[src/rtl/hash_request_tx_if.sv]
// Host command, table request/response and flush signals of the hash-table transmit path.
interface hash_request_tx_if #(
    parameter int DATA_WIDTH      = 32,
    parameter int MAX_OUTSTANDING = 8
);
    localparam int CW = $clog2(MAX_OUTSTANDING + 1);

    logic                  cmd_valid_i;
    logic                  cmd_ready_o;
    logic [1:0]            cmd_op_i;
    logic [DATA_WIDTH-3:0] cmd_payload_i;
    logic                  req_valid_o;
    logic                  req_ready_i;
    logic [DATA_WIDTH-1:0] req_data_o;
    logic                  rsp_valid_i;
    logic [DATA_WIDTH-1:0] rsp_data_i;
    logic                  res_valid_o;
    logic [DATA_WIDTH-3:0] res_data_o;
    logic                  flush_i;
    logic                  flush_done_o;
    logic [CW-1:0]         outstanding_o;
    logic                  rsp_err;

    modport master (
        output cmd_valid_i, cmd_op_i, cmd_payload_i, req_ready_i, rsp_valid_i, rsp_data_i, flush_i,
        input  cmd_ready_o, req_valid_o, req_data_o, res_valid_o, res_data_o, flush_done_o,
               outstanding_o, rsp_err
    );
    modport slave (
        input  cmd_valid_i, cmd_op_i, cmd_payload_i, req_ready_i, rsp_valid_i, rsp_data_i, flush_i,
        output cmd_ready_o, req_valid_o, req_data_o, res_valid_o, res_data_o, flush_done_o,
               outstanding_o, rsp_err
    );
endinterface

[src/rtl/hash_request_tx.sv]
// Hash-table command transmitter: command FIFO, read-credit limiter, response return and drain FSM.
module hash_request_tx #(
    parameter int DATA_WIDTH      = 32,
    parameter int FIFO_DEPTH      = 4,
    parameter int MAX_OUTSTANDING = 8
) (
    input logic              clk,
    input logic              reset,
    hash_request_tx_if.slave bus
);
    localparam int AW = $clog2(FIFO_DEPTH);
    localparam int CW = $clog2(MAX_OUTSTANDING + 1);
    localparam logic [1:0] OP_NOP = 2'b00;
    localparam logic [1:0] OP_RD  = 2'b01;

    typedef enum logic [1:0] {IDLE, DRAIN, DONE} state_t;

    state_t                state, state_nxt;
    logic [DATA_WIDTH-1:0] mem [FIFO_DEPTH];
    logic [AW:0]           wr_ptr, rd_ptr;
    logic [CW-1:0]         cnt;
    logic                  err, rdy_en;
    logic                  fifo_full, fifo_empty, cmd_ready, req_valid;
    logic                  push, pop, rd_issue, rd_block, rsp_drop;
    logic [DATA_WIDTH-1:0] head;
    logic                  res_valid;
    logic [DATA_WIDTH-3:0] res_data;

    assign fifo_empty = (wr_ptr == rd_ptr);
    assign fifo_full  = (wr_ptr[AW] != rd_ptr[AW]) && (wr_ptr[AW-1:0] == rd_ptr[AW-1:0]);
    assign head       = mem[rd_ptr[AW-1:0]];

    // A read at the credit limit stalls the head; only a response can lift it, so valid never drops.
    assign rd_block   = (head[DATA_WIDTH-1 -: 2] == OP_RD) && (cnt == CW'(MAX_OUTSTANDING));
    assign req_valid  = !fifo_empty && !rd_block;
    // rdy_en keeps cmd_ready low through reset while staying a function of flops only.
    assign cmd_ready  = rdy_en && !fifo_full && (state == IDLE);

    assign push     = bus.cmd_valid_i && cmd_ready && (bus.cmd_op_i != OP_NOP);
    assign pop      = req_valid && bus.req_ready_i;
    assign rd_issue = pop && (head[DATA_WIDTH-1 -: 2] == OP_RD);
    assign rsp_drop = bus.rsp_valid_i && !rd_issue && (cnt == '0);

    always_ff @(posedge clk) begin
        if (push) mem[wr_ptr[AW-1:0]] <= {bus.cmd_op_i, bus.cmd_payload_i};
    end

    always_ff @(posedge clk or negedge reset) begin
        if (!reset) begin
            wr_ptr    <= '0;
            rd_ptr    <= '0;
            cnt       <= '0;
            err       <= 1'b0;
            rdy_en    <= 1'b0;
            res_valid <= 1'b0;
            res_data  <= '0;
            state     <= IDLE;
        end else begin
            rdy_en    <= 1'b1;
            state     <= state_nxt;
            res_valid <= bus.rsp_valid_i;
            res_data  <= bus.rsp_data_i[DATA_WIDTH-3:0];
            if (push) wr_ptr <= wr_ptr + 1'b1;
            if (pop)  rd_ptr <= rd_ptr + 1'b1;
            if (rd_issue && !bus.rsp_valid_i)
                cnt <= cnt + 1'b1;
            else if (!rd_issue && bus.rsp_valid_i && cnt != '0)
                cnt <= cnt - 1'b1;
            if (rsp_drop) err <= 1'b1;
        end
    end

    always_comb begin
        state_nxt = state;
        case (state)
            IDLE:    if (bus.flush_i) state_nxt = DRAIN;
            DRAIN:   if (fifo_empty && cnt == '0) state_nxt = DONE;
            DONE:    state_nxt = IDLE;
            default: state_nxt = IDLE;
        endcase
    end

    assign bus.cmd_ready_o   = cmd_ready;
    assign bus.req_valid_o   = req_valid;
    assign bus.req_data_o    = head;
    assign bus.res_valid_o   = res_valid;
    assign bus.res_data_o    = res_data;
    assign bus.flush_done_o  = (state == DONE);
    assign bus.outstanding_o = cnt;
    assign bus.rsp_err       = err;
endmodule

[src/flat_wrapper.sv]
// flat-port wrapper written by rule: the top's interface ports become plain ports
module hash_request_tx_flat 
#(
    parameter int DATA_WIDTH      = 32,
    parameter int FIFO_DEPTH      = 4,
    parameter int MAX_OUTSTANDING = 8
)
  (clk, reset, bus_cmd_valid_i, bus_cmd_op_i, bus_cmd_payload_i, bus_req_ready_i, bus_rsp_valid_i, bus_rsp_data_i, bus_flush_i, bus_cmd_ready_o, bus_req_valid_o, bus_req_data_o, bus_res_valid_o, bus_res_data_o, bus_flush_done_o, bus_outstanding_o, bus_rsp_err);
  hash_request_tx_if #(.DATA_WIDTH(DATA_WIDTH), .MAX_OUTSTANDING(MAX_OUTSTANDING)) bus_i ();
  input logic clk;
  input logic reset;
  input wire logic [$bits(bus_i.cmd_valid_i)-1:0] bus_cmd_valid_i;
  input wire logic [$bits(bus_i.cmd_op_i)-1:0] bus_cmd_op_i;
  input wire logic [$bits(bus_i.cmd_payload_i)-1:0] bus_cmd_payload_i;
  input wire logic [$bits(bus_i.req_ready_i)-1:0] bus_req_ready_i;
  input wire logic [$bits(bus_i.rsp_valid_i)-1:0] bus_rsp_valid_i;
  input wire logic [$bits(bus_i.rsp_data_i)-1:0] bus_rsp_data_i;
  input wire logic [$bits(bus_i.flush_i)-1:0] bus_flush_i;
  output wire logic [$bits(bus_i.cmd_ready_o)-1:0] bus_cmd_ready_o;
  output wire logic [$bits(bus_i.req_valid_o)-1:0] bus_req_valid_o;
  output wire logic [$bits(bus_i.req_data_o)-1:0] bus_req_data_o;
  output wire logic [$bits(bus_i.res_valid_o)-1:0] bus_res_valid_o;
  output wire logic [$bits(bus_i.res_data_o)-1:0] bus_res_data_o;
  output wire logic [$bits(bus_i.flush_done_o)-1:0] bus_flush_done_o;
  output wire logic [$bits(bus_i.outstanding_o)-1:0] bus_outstanding_o;
  output wire logic [$bits(bus_i.rsp_err)-1:0] bus_rsp_err;
  assign bus_i.cmd_valid_i = bus_cmd_valid_i;
  assign bus_i.cmd_op_i = bus_cmd_op_i;
  assign bus_i.cmd_payload_i = bus_cmd_payload_i;
  assign bus_i.req_ready_i = bus_req_ready_i;
  assign bus_i.rsp_valid_i = bus_rsp_valid_i;
  assign bus_i.rsp_data_i = bus_rsp_data_i;
  assign bus_i.flush_i = bus_flush_i;
  assign bus_cmd_ready_o = bus_i.cmd_ready_o;
  assign bus_req_valid_o = bus_i.req_valid_o;
  assign bus_req_data_o = bus_i.req_data_o;
  assign bus_res_valid_o = bus_i.res_valid_o;
  assign bus_res_data_o = bus_i.res_data_o;
  assign bus_flush_done_o = bus_i.flush_done_o;
  assign bus_outstanding_o = bus_i.outstanding_o;
  assign bus_rsp_err = bus_i.rsp_err;
  hash_request_tx #(.DATA_WIDTH(DATA_WIDTH), .FIFO_DEPTH(FIFO_DEPTH), .MAX_OUTSTANDING(MAX_OUTSTANDING)) u_core (.clk(clk), .reset(reset), .bus(bus_i));
endmodule
[config.mk]
export PLATFORM = sky130hd
export DESIGN_NAME = hash_request_tx_flat
export DESIGN_NICKNAME = d
export VERILOG_FILES = /design/src/rtl/hash_request_tx_if.sv /design/src/rtl/hash_request_tx.sv /design/src/flat_wrapper.sv
export SDC_FILE = /design/constraint.sdc
export NUM_CORES = 1
export LEC_CHECK = 0
export BUFFER_PORTS_ARGS = -buffer_cell sky130_fd_sc_hd__buf_2
export CAP_MARGIN = 20
export CORE_MARGIN = 3
export CORE_UTILIZATION = 56
export CTS_CLUSTER_SIZE = 24
export DETAILED_ROUTE_END_ITERATION = 10
export PLACE_DENSITY = 0.89
export SYNTH_ARGS = -nofsm -noshare
export SYNTH_HDL_FRONTEND = slang
export SYNTH_SLANG_ARGS = --single-unit
export TNS_END_PERCENT = 1
[constraint.sdc]
create_clock -name clk -period 5 [get_ports clk]
set_input_delay 0.5 -clock clk [delete_from_list [all_inputs] [get_ports clk]]
set_output_delay 0.5 -clock clk [all_outputs]
set_load 0.01 [all_outputs]
==> results of run 1 <==
[layout by cell type (no fill, tap or decap), types with 2 or more instances in the layout]
cell type	netlist	layout
buf_2	1	138
edfxtp_1	128	128
dfrtp_1	45	43
mux4_2	32	32
clkbuf_16	0	16
ha_1	7	7
xor2_1	6	6
inv_6	0	6
inv_1	5	5
xnor2_1	5	5
bufinv_16	0	5
nor3_1	4	4
and2_2	0	4
nor2_1	4	4
nor4_1	3	3
nand2_1	3	3
o21ai_0	2	2
or3_1	2	2
a31oi_2	2	2
o2bb2ai_1	2	2
clkinvlp_4	0	2
dfrtp_2	0	2
[metrics by stage]
stage / utilization (%) / setup WS, ns / area (um^2) / std cells
2_1_floorplan: - / 2.28 / 6280 / 282
3_3_place_gp: 65.2 / 1.72 / 7100 / 551
3_5_place_dp: 65.2 / 1.63 / 7100 / 551
4_1_cts: 71.1 / 1.37 / 7740 / 583
5_1_grt: 71.1 / 1.14 / 7740 / 583
6_report: 71.1 / 1.44 / 7740 / 583
[metal layers]
metal / part of all wire [%] / wire, um / up-vias / track usage [%]
met2: 54 / 6600 / 113 / 33.9
met4: 1.8 / 227 / 2 / 7.22
met1: 38 / 4670 / 1648 / 25.9
li1: - / - / 1424 / -
met5: 0.057 / 7 / - / 0
met3: 6.3 / 771 / 20 / 7.39
[registers in the layout (all words and copies together) (netlist names)]
| name | cells |
|---|---|
| u_core.wr_ptr | 3 |
| u_core.mem | 128 |
| u_core.state | 2 |
| u_core.bus.rsp_err | 1 |
| u_core.rd_ptr | 3 |
| u_core.bus.res_data_o | 30 |
| u_core.rdy_en | 1 |
| u_core.bus.outstanding_o | 4 |
| u_core.bus.res_valid_o | 1 |
[final timing paths]
kind | endpoint | startpoint | cells past startpoint | slack, ns
setup / recovery | u_core.mem[3][18]$_DFFE_PP_ | u_core.rd_ptr[1]$_DFFE_PN0N_ | 4 | 1.44
hold / removal | u_core.bus.res_data_o[7]$_DFF_PN0_ | bus_rsp_data_i[7] | 1 | 0.08
setup reg to reg | u_core.mem[3][18]$_DFFE_PP_ | u_core.rd_ptr[1]$_DFFE_PN0N_ | 4 | 1.44
hold reg to reg | u_core.state[0]$_DFFE_PN0P_ | u_core.state[1]$_DFFE_PN0P_ | 1 | 0.52
max in group asynchronous | u_core.rd_ptr[0]$_DFFE_PN0N_ | reset | 1 | 4.22
min in group asynchronous | u_core.bus.outstanding_o[2]$_DFFE_PN0P_ | reset | 1 | 0.12
[report_power, final]
| group | internal, mW | switching, mW |
|---|---|---|
| Sequential | 1.63 | 0.165 |
| Clock | 0.871 | 0.542 |
| Combinational | 0.498 | 0.464 |
[logic make-up (layout without fill, tap and decap cells)]
logic type	count (synthesis)	in the layout	share of synthesized area, %
fa+ha+maj	8	8	1.71
mux	34	34	11.8
other cells	1	1	0.0598
simple gates	28	28	2.69
compound gates	12	12	1.71
buf+inv	15	176	1.28
flops	173	173	79.2
xor+xnor	11	11	1.54
[worst max-delay path, delay by kind of cell, from the launching register on]
| family | cells | cell delay, ns |
|---|---|---|
| xor gates and xnor gates | 1 | 0.33 |
| DFF | 1 | 0.93 |
| and+or+nand+nor | 3 | 1.90 |
[area by class of cell]
| class | instances | area, um^2 | area share, % |
|---|---|---|---|
| multi-input combinational | 94 | 1230 | 15.9 |
| sequential | 173 | 4970 | 64.2 |
| clock inverter | 15 | 231 | 2.99 |
| inverter | 5 | 18.8 | 0.242 |
| timing repair buffer | 139 | 698 | 9.02 |
| clock buffer | 17 | 414 | 5.35 |
| tap | 140 | 175 | 2.26 |
==> run metrics, run 1 <==
status complete, no violations; worst slew pin tran about 1.0 ns; Data arrival, critical path ~3.7 ns; synthesis-to-finish area growth 23.3%; Max-Cap Viols 0; most common cell in the synthesized netlist edfxtp_1; Final Max Tran Viols 0; Final Skew 0.00664 ns; TritonCTS clock tree yes; Syn Nets 360; first-pass GRT wire length between 15 and 20 mm; overall power 4.17 mW; Seq cells post-synth 173; RSZ-0062 raised after global routing false; Async S/R FF share, synth around a quarter; fillers 649; hold_buf cts 0; final period utilization 71.2%; core area 10900 um^2; max_slew headroom 32.6%; Port Buffers approximately 140; crit-path max FO 35; final hold violations 0; Post CTS Setup Buffer Count 0; row cnt 38; Congestion Overflow GR 0; Avg Cell Area, Syn 22.3 um^2; min cycle time layout 3.56 ns; Clk Latency, worst-skew pair 0.52 ns; Root Driver clkbuf_8; CTS clk-pin slew, worst paths 0.07 ns; Distinct cells, synth 38; hold_ws a little under 0.08 ns; Initial Utilization about 58%; sequential-to-total area share from yosys stat 79.2%; PD cells 538 nW/um^2; Crit-path slowest cell dfrtp_2; startpoint types flip-flop; 1st-pass router iterations 4; die span in y between 100 and 150 um; global placement routability congestion about 0.74; critical path class reg -> reg; CTS buffer count 17; WL/cell 21.1 um; layout cells sized above 1 48.8%; vias in the first global route 3510; DR vias 3207; post-synth top area share 61.2%; critical path, cell by cell xor2_1 -> nor3_1 -> nor4_1 -> and2_2; Max Root-Sink Buffers 2; DRT iter0 DRCs 180; total die area 12500 um^2; initial antenna violation count 1; worst min path class in -> reg; TNS Setup 0 ns; Antenna Violating Nets Remaining 0; yosys warns 0; H-tree depth 4; P_leak 2.96 nW; EDFF count, synth 128; critical path capture point type flip-flop; Total Wirelength 12.3 mm; CP required between 5 and 6 ns; f_max 281 MHz; top cell type by total area after synthesis edfxtp_1; antenna cells 0; Main synth FF type edfxtp_1; # resized after CTS 0; dpl hpwl 7.56 mm; Setup Viol. Count Final 0; top cells by area, synth edfxtp_1 61%, dfrtp_1 18%, mux4_2 11%; Top-Level Pins 141; top cells by count, synth 128 x edfxtp_1, 45 x dfrtp_1, 32 x mux4_2; Synth Instances between 200 and 300; CP peak stage delay 0.93 ns; drt via density 5.50; Peak VDD IR 462 uV; chip width 112 um; largest net degree at the start of global routing 46; drt drc 0; clk sink count 173; global-route usage over all layers 20.7%; Mapped Area 6280 um^2; Layout Nets 508
Note: power is estimated with default switching activity, not from simulation.
==> inputs of run 2 (changes only) <==
Settings changed: CORE_UTILIZATION 56 to 48, PLACE_DENSITY 0.89 to 0.82.
Clock period 5 ns to 3.01 ns, I/O delays scaled along.
==> run 2 against run 1 <==
Against the previous run:
- first-iteration DRC count up 12%
- count of clock-buffer cells in the layout rose by 2
- combinational power is 87% higher
- sequential share of layout area shrank 3.1 points
- routed wire length is 8.6% higher
- utilization fell by 7.1 points
- fmax rose by 26%
- clock skew up 0.0053 ns
- non-clock buffer count is 44 higher
- flip-flop and latch count is the same
- global-route usage decreased by 1.3 points
==> run metrics, run 2 (same netlist as run 1, synthesis figures left out) <==
global placement routability congestion 0.796 (was 0.737); final period utilization 94.3% (was 71.2%); Layout Nets 552 (was 508); Initial Utilization 49.3% (was 57.6%); initial antenna violation count 0 (was 1); CTS buffer count 17 (unchanged); PD cells 822 nW/um^2 (was 538 nW/um^2); Register-to-Register Path Depth 10 (was 4); vias in the first global route 3602 (was 3510); Final Max Tran Viols 0 (unchanged); CP bufs+invs 1 (was 0); DRT iter0 DRCs 201 (was 180); WL/cell 20.2 um (was 21.1 um); synthesis-to-finish area growth 29.7% (was 23.3%); Worst Setup EP u_core.bus.outstanding_o[3]$_DFFE_PN0P_ (was u_core.mem[3][18]$_DFFE_PP_); total die area 14500 um^2 (was 12500 um^2); dpl ws 0.226 ns (was 1.63 ns); Port Buffers 138 (unchanged); drt via density 5.11 (was 5.50); Congestion Overflow GR 0 (unchanged); TritonCTS clock tree yes (unchanged); Post CTS Setup Buffer Count 0 (unchanged); startpoint types flip-flop (unchanged); antenna cells 0 (unchanged); critical path class reg -> reg (unchanged); number of flip-flops in the largest register 128 (unchanged); Critical Path Stages 10 (was 4); RSZ-0062 raised after global routing false (unchanged); CP delay by family, top compound AO/OA/AOI/OAI gates (was simple AND/OR/NAND/NOR gates); CP required 3.36 ns (was 5.15 ns); Top-Level Pins 141 (unchanged); f_max 352 MHz (was 281 MHz); worst min path class in -> reg (unchanged); Clk Latency, worst-skew pair 0.42 ns (was 0.52 ns); clk sink count 173 (unchanged); commonest non-fill, non-tap cell in the layout buf_2 (unchanged); CTS clk-pin slew, worst paths 0.06 ns (was 0.07 ns); Root Driver clkbuf_16 (was clkbuf_8); worst setup path start u_core.rd_ptr[0]$_DFFE_PN0N_ (was u_core.rd_ptr[1]$_DFFE_PN0N_); status complete, no violations (unchanged); H-tree depth 4 (unchanged); Max Root-Sink Buffers 2 (unchanged); largest net degree at the start of global routing 46 (unchanged); CP peak stage delay 0.54 ns (was 0.93 ns); final hold violations 0 (unchanged); Crit-path slowest cell mux4_2 (was dfrtp_2); Peak VDD IR 461 uV (was 462 uV); die span in y 120 um (was 112 um); min cycle time layout 2.84 ns (was 3.56 ns); dpl hpwl 7.69 mm (was 7.56 mm); Total Wirelength 13.3 mm (was 12.3 mm); R2R Path Start u_core.rd_ptr[0]$_DFFE_PN0N_ (was u_core.rd_ptr[1]$_DFFE_PN0N_); row cnt 41 (was 38); Antenna Violating Nets Remaining 0 (unchanged); global-route usage over all layers 19.4% (was 20.7%); critical path, cell by cell mux4_2 -> nand2b_4 -> nor3_1 -> inv_1 -> ha_1 -> a21o_1 -> a21oi_1 -> nor4_2 -> a31oi_2 -> a2bb2oi_2 (was xor2_1 -> nor3_1 -> nor4_1 -> and2_2); hold_ws 0.0965 ns (was 0.0774 ns); Setup Viol. Count Final 0 (unchanged); 1st-pass router iterations 4 (unchanged); overall power 6.69 mW (was 4.17 mW); layout cells sized above 1 47.2% (was 48.8%); r2r setup slk 0.17 ns (was 1.44 ns); TNS Setup 0 ns (unchanged); core area 12700 um^2 (was 10900 um^2); most frequent cells in the layout 138 x buf_2, 128 x edfxtp_1, 43 x dfrtp_1 (unchanged); Max-Cap Viols 0 (unchanged); chip width 120 um (was 112 um); fillers 904 (was 649); Final Skew 0.0119 ns (was 0.00664 ns); P_leak 3.14 nW (was 2.96 nW); final setup margin 0.172 ns (was 1.44 ns); RR Endpoint u_core.bus.outstanding_o[3]$_DFFE_PN0P_ (was u_core.mem[3][18]$_DFFE_PP_); first-pass GRT wire length 20.5 mm (was 19.4 mm); critical path capture point type flip-flop (unchanged); drt drc 0 (unchanged); crit-path max FO 5 (was 35); DR vias 3370 (was 3207); Data arrival, critical path 3.18 ns (was 3.71 ns)
run 2: changes by cell type in the layout (fill, tap and decap cells not counted), sizes merged:
cell | before | now
clkinv | 2 | 6
buf | 139 | 152
inv | 11 | 12
clkbuf | 17 | 19
clkinvlp | 2 | 0
dlygate4sd3 | 0 | 31
bufinv | 5 | 0
run 2: worst min path at each step:
stage	slack, ns	cells after the start	endpoint	from
floorplan	0.005	0	u_core.bus.outstanding_o[0]$_DFFE_PN0P_	reset
global placement	0.41	1	u_core.bus.res_data_o[25]$_DFF_PN0_	bus_rsp_data_i[25]
detailed placement	0.41	1	u_core.bus.res_data_o[20]$_DFF_PN0_	bus_rsp_data_i[20]
CTS	0.05	1	u_core.bus.res_data_o[25]$_DFF_PN0_	reset
global route	0.09	1	u_core.mem[0][8]$_DFFE_PP_	bus_cmd_payload_i[8]
finish	0.1	1	u_core.mem[0][20]$_DFFE_PP_	bus_cmd_payload_i[20]
run 2: timing repair:
| action | 4_1_cts | 5_1_grt |
|---|---|---|
| endpoints found under the setup margin | 0 | 1 |
| hold buffers | 30 | 1 |
| resized for setup | 0 | 1 |
| endpoints found under the hold margin | 30 | 45 |
run 2: report_power, final:
| part | internal (mW) | leakage, nW | switching, mW |
|---|---|---|---|
| combinational | 0.894 | 1.18 | 0.909 |
| clock | 1.14 | 0.285 | 0.909 |
| sequential | 2.70 | 1.67 | 0.136 |
run 2: layer usage:
layer  GRT usage, %  up-vias  share of wire [%]
met4           7.79        0                2.8
met2           33.1      111                 54
met5              0        -                  0
li1               -     1507                  -
met3           4.91       23                5.5
met1           23.8     1729                 37
run 2: metrics by stage:
step / cell area (um^2) / util [%] / std cells
after global placement: 7240 / 56.9 / 595
final: 8140 / 64.0 / 659
after detailed placement: 7240 / 56.9 / 595
after floorplan: 6280 / - / 282
after CTS: 8100 / 63.7 / 657
after global routing: 8140 / 64.0 / 659
run 2: final cells by class:
type	instances	area [um^2]	area share, %
multi-input combinational	94	1240	15.2
timing repair buffer	183	1130	13.9
tap	172	215	2.64
clock buffer	19	464	5.70
sequential	173	4970	61.1
clock inverter	13	100	1.23
inverter	5	18.8	0.231
